File: config.mk
export PLATFORM = sky130hd
export DESIGN_NAME = stump_control_flat
export DESIGN_NICKNAME = d
export VERILOG_FILES = /design/src/rtl/stump_control_if.sv /design/src/rtl/stump_control.sv /design/src/flat_wrapper.sv
export SDC_FILE = /design/constraint.sdc
export NUM_CORES = 1
export LEC_CHECK = 0
export ABC_AREA = 1
export CORE_ASPECT_RATIO = 0.7
export CORE_UTILIZATION = 38
export CTS_CLUSTER_DIAMETER = 150
export CTS_CLUSTER_SIZE = 24
export DETAILED_ROUTE_END_ITERATION = 8
export GPL_ROUTABILITY_DRIVEN = 0
export HOLD_SLACK_MARGIN = 0.15
export PLACE_DENSITY = 0.82
export SYNTH_ARGS = -nofsm -noshare
export SYNTH_HDL_FRONTEND = slang
export SYNTH_SLANG_ARGS = --single-unit
File: constraint.sdc
create_clock -name clk -period 2.2 [get_ports clk]
set_clock_uncertainty 0.1 [all_clocks]
set_input_delay 0.44 -clock clk [delete_from_list [all_inputs] [get_ports clk]]
set_output_delay 0.44 -clock clk [all_outputs]
set_load 0.03 [all_outputs]
File: src/rtl/stump_control_if.sv
// rtl/stump_control_if.sv - Stump control unit bus: memory/ALU inputs and decoded control outputs
interface stump_control_if;
   logic [15:0] data_in;
   logic [3:0]  alu_flags;
   logic        fetch;
   logic        execute;
   logic        memory;
   logic [15:0] ir;
   logic [2:0]  srcA;
   logic [2:0]  srcB;
   logic [2:0]  dest;
   logic        reg_write;
   logic        reg_data_sel;
   logic [2:0]  alu_func;
   logic [1:0]  opB_sel;
   logic        addr_sel;
   logic        addr_en;
   logic        mem_ren;
   logic        mem_wen;
   logic [3:0]  cc;

   modport master (
      input  data_in, alu_flags,
      output fetch, execute, memory, ir, srcA, srcB, dest, reg_write, reg_data_sel,
             alu_func, opB_sel, addr_sel, addr_en, mem_ren, mem_wen, cc
   );

   modport slave (
      output data_in, alu_flags,
      input  fetch, execute, memory, ir, srcA, srcB, dest, reg_write, reg_data_sel,
             alu_func, opB_sel, addr_sel, addr_en, mem_ren, mem_wen, cc
   );
endinterface

File: src/rtl/stump_control.sv
// rtl/stump_control.sv - Stump fetch/execute/memory sequencer with IR and condition-code register
module stump_control (
   input  logic            clk,
   input  logic            rst,
   stump_control_if.master bus
);
   typedef enum logic [1:0] {FETCH = 2'b00, EXECUTE = 2'b01, MEMORY = 2'b10} state_t;

   state_t      state_q, state_d;
   logic [15:0] ir_q, ir_d;
   logic [3:0]  cc_q, cc_d;

   logic        fetch, execute, memory;
   logic [2:0]  src_a, src_b, dest, alu_func;
   logic        reg_write, reg_data_sel, addr_sel, addr_en, mem_ren, mem_wen;
   logic [1:0]  opb_sel;
   logic [2:0]  opcode;

   assign opcode = ir_q[15:13];

   // Flags are {N,Z,V,C}; branches only ever look at the registered copy.
   function automatic logic cond_true(input logic [3:0] cond, input logic [3:0] f);
      logic n, z, v, c;
      {n, z, v, c} = f;
      case (cond)
         4'h0: cond_true = 1'b1;
         4'h1: cond_true = 1'b0;
         4'h2: cond_true = !c && !z;
         4'h3: cond_true = c || z;
         4'h4: cond_true = !c;
         4'h5: cond_true = c;
         4'h6: cond_true = !z;
         4'h7: cond_true = z;
         4'h8: cond_true = !v;
         4'h9: cond_true = v;
         4'hA: cond_true = !n;
         4'hB: cond_true = n;
         4'hC: cond_true = (n == v);
         4'hD: cond_true = (n != v);
         4'hE: cond_true = !z && (n == v);
         default: cond_true = z || (n != v);
      endcase
   endfunction

   always_comb begin
      state_d      = FETCH;
      ir_d         = ir_q;
      cc_d         = cc_q;
      fetch        = 1'b0;
      execute      = 1'b0;
      memory       = 1'b0;
      src_a        = 3'd0;
      src_b        = 3'd0;
      dest         = 3'd0;
      reg_write    = 1'b0;
      reg_data_sel = 1'b0;
      alu_func     = 3'd0;
      opb_sel      = 2'd0;
      addr_sel     = 1'b0;
      addr_en      = 1'b0;
      mem_ren      = 1'b0;
      mem_wen      = 1'b0;
      case (state_q)
         EXECUTE: begin
            execute = 1'b1;
            if (opcode == 3'd7) begin
               src_a     = 3'd7;
               opb_sel   = 2'd2;
               dest      = 3'd7;
               reg_write = cond_true(ir_q[11:8], cc_q);
            end else begin
               src_a   = ir_q[7:5];
               src_b   = ir_q[4:2];
               opb_sel = ir_q[12] ? 2'd1 : 2'd0;
               if (opcode == 3'd6) begin
                  addr_en = 1'b1;
                  state_d = MEMORY;
               end else begin
                  alu_func  = opcode;
                  dest      = ir_q[10:8];
                  reg_write = 1'b1;
                  if (ir_q[11]) cc_d = bus.alu_flags;
               end
            end
         end
         MEMORY: begin
            memory   = 1'b1;
            addr_sel = 1'b1;
            if (ir_q[11]) begin
               mem_wen = 1'b1;
               src_b   = ir_q[10:8];
            end else begin
               mem_ren      = 1'b1;
               dest         = ir_q[10:8];
               reg_data_sel = 1'b1;
               reg_write    = 1'b1;
            end
         end
         default: begin
            // Unused encoding behaves as FETCH so it recovers on the next edge.
            fetch     = 1'b1;
            src_a     = 3'd7;
            mem_ren   = 1'b1;
            opb_sel   = 2'd3;
            dest      = 3'd7;
            reg_write = 1'b1;
            ir_d      = bus.data_in;
            state_d   = EXECUTE;
         end
      endcase
      if (!rst) begin
         reg_write = 1'b0;
         mem_ren   = 1'b0;
         mem_wen   = 1'b0;
         addr_en   = 1'b0;
      end
   end

   always_ff @(posedge clk) begin
      if (!rst) begin
         state_q <= FETCH;
         ir_q    <= 16'd0;
         cc_q    <= 4'd0;
      end else begin
         state_q <= state_d;
         ir_q    <= ir_d;
         cc_q    <= cc_d;
      end
   end

   assign bus.fetch        = fetch;
   assign bus.execute      = execute;
   assign bus.memory       = memory;
   assign bus.ir           = ir_q;
   assign bus.srcA         = src_a;
   assign bus.srcB         = src_b;
   assign bus.dest         = dest;
   assign bus.reg_write    = reg_write;
   assign bus.reg_data_sel = reg_data_sel;
   assign bus.alu_func     = alu_func;
   assign bus.opB_sel      = opb_sel;
   assign bus.addr_sel     = addr_sel;
   assign bus.addr_en      = addr_en;
   assign bus.mem_ren      = mem_ren;
   assign bus.mem_wen      = mem_wen;
   assign bus.cc           = cc_q;
endmodule

File: src/flat_wrapper.sv
// flat-port wrapper written by rule: the top's interface ports become plain ports
module stump_control_flat 
  (clk, rst, bus_data_in, bus_alu_flags, bus_fetch, bus_execute, bus_memory, bus_ir, bus_srcA, bus_srcB, bus_dest, bus_reg_write, bus_reg_data_sel, bus_alu_func, bus_opB_sel, bus_addr_sel, bus_addr_en, bus_mem_ren, bus_mem_wen, bus_cc);
  stump_control_if bus_i ();
  input  logic clk;
  input  logic rst;
  input wire logic [$bits(bus_i.data_in)-1:0] bus_data_in;
  input wire logic [$bits(bus_i.alu_flags)-1:0] bus_alu_flags;
  output wire logic [$bits(bus_i.fetch)-1:0] bus_fetch;
  output wire logic [$bits(bus_i.execute)-1:0] bus_execute;
  output wire logic [$bits(bus_i.memory)-1:0] bus_memory;
  output wire logic [$bits(bus_i.ir)-1:0] bus_ir;
  output wire logic [$bits(bus_i.srcA)-1:0] bus_srcA;
  output wire logic [$bits(bus_i.srcB)-1:0] bus_srcB;
  output wire logic [$bits(bus_i.dest)-1:0] bus_dest;
  output wire logic [$bits(bus_i.reg_write)-1:0] bus_reg_write;
  output wire logic [$bits(bus_i.reg_data_sel)-1:0] bus_reg_data_sel;
  output wire logic [$bits(bus_i.alu_func)-1:0] bus_alu_func;
  output wire logic [$bits(bus_i.opB_sel)-1:0] bus_opB_sel;
  output wire logic [$bits(bus_i.addr_sel)-1:0] bus_addr_sel;
  output wire logic [$bits(bus_i.addr_en)-1:0] bus_addr_en;
  output wire logic [$bits(bus_i.mem_ren)-1:0] bus_mem_ren;
  output wire logic [$bits(bus_i.mem_wen)-1:0] bus_mem_wen;
  output wire logic [$bits(bus_i.cc)-1:0] bus_cc;
  assign bus_i.data_in = bus_data_in;
  assign bus_i.alu_flags = bus_alu_flags;
  assign bus_fetch = bus_i.fetch;
  assign bus_execute = bus_i.execute;
  assign bus_memory = bus_i.memory;
  assign bus_ir = bus_i.ir;
  assign bus_srcA = bus_i.srcA;
  assign bus_srcB = bus_i.srcB;
  assign bus_dest = bus_i.dest;
  assign bus_reg_write = bus_i.reg_write;
  assign bus_reg_data_sel = bus_i.reg_data_sel;
  assign bus_alu_func = bus_i.alu_func;
  assign bus_opB_sel = bus_i.opB_sel;
  assign bus_addr_sel = bus_i.addr_sel;
  assign bus_addr_en = bus_i.addr_en;
  assign bus_mem_ren = bus_i.mem_ren;
  assign bus_mem_wen = bus_i.mem_wen;
  assign bus_cc = bus_i.cc;
  stump_control u_core (.clk(clk), .rst(rst), .bus(bus_i));
endmodule
==> results.cfg <==
[critical_path]
r2r_slack_ns = 0.57
crit_required_ns = 1.66
reg2reg_to = u_core.bus.cc[2]$_SDFFE_PN0P_
crit_family = simple AND/OR/NAND/NOR gates
criticalPathCategory = flop to primary output
max_stage_delay_ns = 0.42
reg2reg_depth = 8
r2r_start = u_core.state_q[1]$_SDFF_PN0_
endpoint = bus_srcA[2]
critPathLaunch = u_core.bus.ir[14]$_SDFFE_PN0P_
critPathLaunchType = flop
cp_common_cell = nand2_1
critical_path.slowest_cell = dfxtp_1
worst-path-stages = 5
path_cells = nand2_1, nor2_4, a21oi_1, nand2_1, buf_4
critPathMaxFanout = 6
crit_arrival_ns = 1.59
crit_buf_inv = 1
setup.worst_path.end_class = primary output

[sta]
fin_tns_setup_ns = 0
max_slew_margin_pct = 77.4
fin_crit_sh_pct = 97.0
finalSetupViolCount = 0
finalHoldViolCount = 0
hold_slack_ns = 0.410
fmax_ghz = 0.468
drv_slew = 0
rsz0062_at_grt = yes
fin_crit_ns = 2.13
worst_slack_ns = 0.0652
tightest_slew_ns = 0.338

[clock_tree]
cts_buffer_depth = 2
htree_num_levels = 1
cts_root_buf = clkbuf_8
hold_buffers = 0
clk_pin_slew_worst_paths_ns = 0.08
clkLatencyLatePin_ns = 0.26
clock-sinks = 22
cts_tree = built
cts_made_buffers = 3

[logic_synthesis]
yosysUniqueCellTypes = 26
yosysSeqAreaShare_pct = 37.8
syn_nets = 202
ys_ff_latch = 22
synth.avg_cell_area_sq_um = 6.55
syn-instance-count = 178
syn_area_sq_um = 1170
synth_warnings = 0

[power_and_ir_drop]
p_total_uw = 1210
power.leakage_uw = 0.000842
seq_power_share_pct = 37.5
max-vdd-ir-drop_mv = 0.290
p_int_uw = 831
p_switching_uw = 383
p_per_area_nw_per_um2 = 597
p_sw_share_pct = 31.5
p_clk_share_pct = 31.3
combPwrFrac_pct = 31.2

[final_layout]
drive_above_1_share_pct = 24.4
final_cell_mix = clkdlybuf4s50_1 (44), nand2_1 (33), nor2_1 (32)
utilization_pct = 71.1
nFillCells = 231
multi_input_area_sq_um = 709
seqCellArea_sq_um = 445
antennaDiodeCount = 0
synthToLayoutAreaGrowth_pct = 74.5
layout.nets = 271
final_common_cell = clkdlybuf4s50_1

[detailed_routing]
wl_met2_um = 1530
routed.top_layer = met4
vias = 1412
postRouteAntennaNets = 0
drtPass1Iterations = 4
wl_met1_um = 1740
met3_length_um = 313
drc = 0
wl_per_cell_um = 12.8
totalWireLength_um = 3610
vias_per_cell = 5.01
drtIter0Drc = 73

[global_route]
grt.overflow.total = 0
antenna_found_initial = 0
grt_use_total_pct = 22.6
grt_max_degree = 16
grt_pass1_vias = 1194
grt_pass1_wl_um = 5650

[floorplan]
core-area_sq_um = 2860
start_util_pct = 40.7
die_w_um = 68.2
die_y_um = 48.4
io_pins = 65
num_rows = 16
die-area_sq_um = 3300

[job]
max_cap_viol_count = 0

[placed_design]
numPortBuffers = 64
hpwl_um = 2740
dp_slack_ns = 0.136

[outcome]
outcome = finished, final reports clean

[min_path]
hp-class = flop to flop
[metrics by stage]
stage / std cells / instance area, sq um
global placement: 277 / 1880
global route: 282 / 2030
finish: 282 / 2030
detailed placement: 277 / 1880
floorplan: 178 / 1220
CTS: 281 / 1980
[worst register-to-register path, cell delays in order, from the launching register on]
cell and delay [ns]:
dfxtp_1 0.35, inv_2 0.08, ha_4 0.19, inv_2 0.08, buf_4 0.17, nor3_2 0.25
inv_2 0.11, o21ai_1 0.15, a21oi_1 0.05
[Yosys cell counts]
cell type / instances / area share (%)
nor3_2: 1 / 0.86
o21ai_2: 1 / 0.75
inv_1: 13 / 4.2
o21ai_1: 2 / 0.86
nor4_1: 1 / 0.54
inv_2: 8 / 2.6
buf_1: 1 / 0.32
o21ai_0: 17 / 7.3
nor3_1: 2 / 0.86
nor2_1: 34 / 11
nand2_1: 36 / 12
clkbuf_1: 2 / 0.64
nand3b_1: 1 / 0.64
a21oi_1: 13 / 5.6
o211ai_1: 3 / 1.9
buf_2: 4 / 1.7
nand3_1: 4 / 1.7
dfxtp_1: 22 / 38
a21oi_2: 2 / 1.5
nand4_1: 1 / 0.54
or2_1: 1 / 0.54
buf_4: 2 / 1.3
o32ai_1: 3 / 2.3
ha_1: 2 / 2.1
nor2_2: 1 / 0.54
clkinv_2: 1 / 0.43
[state kept, by name, summed over array words and instances, names as in the netlist]
signal / count
u_core.bus.cc: 4
u_core.state_q: 2
u_core.bus.ir: 16
[power by group through the flow]
| stage | logic [uW] | clock network, uW | registers [uW] |
|---|---|---|---|
| after detailed placement | 364 | 0 | 462 |
| after CTS | 370 | 383 | 454 |
| after global placement | 360 | 0 | 461 |
| after floorplan | 160 | 0 | 507 |
| after global routing | 407 | 403 | 459 |
| final | 379 | 380 | 455 |
[kinds of logic after synthesis]
group | synth area share [%]
simple gates | 28.8
buf+inv | 11.2
flops | 37.8
fa+ha+maj | 2.15
compound gates | 20.2
[metal layers]
metal,track usage [%],vias to the layer above
li1,-,706
met5,0,-
met3,8.02,4
met4,2.78,0
met1,34.3,637
met2,30.9,65
[final cells by class]
| cell class | instances | share of cell area [%] |
|---|---|---|
| clock inverters | 1 | 1.48 |
| repair buffers | 73 | 33.1 |
| inverters | 22 | 4.37 |
| multi-input cells | 125 | 34.9 |
| flip-flops and latches | 22 | 21.9 |
| well taps | 36 | 2.21 |
| clock buffers | 3 | 2.03 |
[repair_timing]
| item | CTS | global route |
|---|---|---|
| cloned | 0 | 0 |
| pin swaps | 0 | 3 |
| hold endpoints to repair | 0 | 0 |
| gates resized for setup | 12 | 12 |
| setup endpoints to repair | 13 | 5 |
| buffers inserted | 0 | 1 |
[how the worst min path moves through the flow]
stage / from / to / cells past startpoint
6_report: u_core.bus.ir[0]$_SDFFE_PN0P_ / u_core.bus.ir[0]$_SDFFE_PN0P_ / 2
5_1_grt: u_core.bus.ir[11]$_SDFFE_PN0P_ / u_core.bus.ir[11]$_SDFFE_PN0P_ / 2
4_1_cts: u_core.bus.ir[0]$_SDFFE_PN0P_ / u_core.bus.ir[0]$_SDFFE_PN0P_ / 2
3_5_place_dp: u_core.bus.ir[0]$_SDFFE_PN0P_ / u_core.bus.ir[0]$_SDFFE_PN0P_ / 2
3_3_place_gp: u_core.bus.ir[1]$_SDFFE_PN0P_ / u_core.bus.ir[1]$_SDFFE_PN0P_ / 2
2_1_floorplan: bus_data_in[12] / u_core.bus.ir[12]$_SDFFE_PN0P_ / 2
Power figures use the tool's default switching activity.
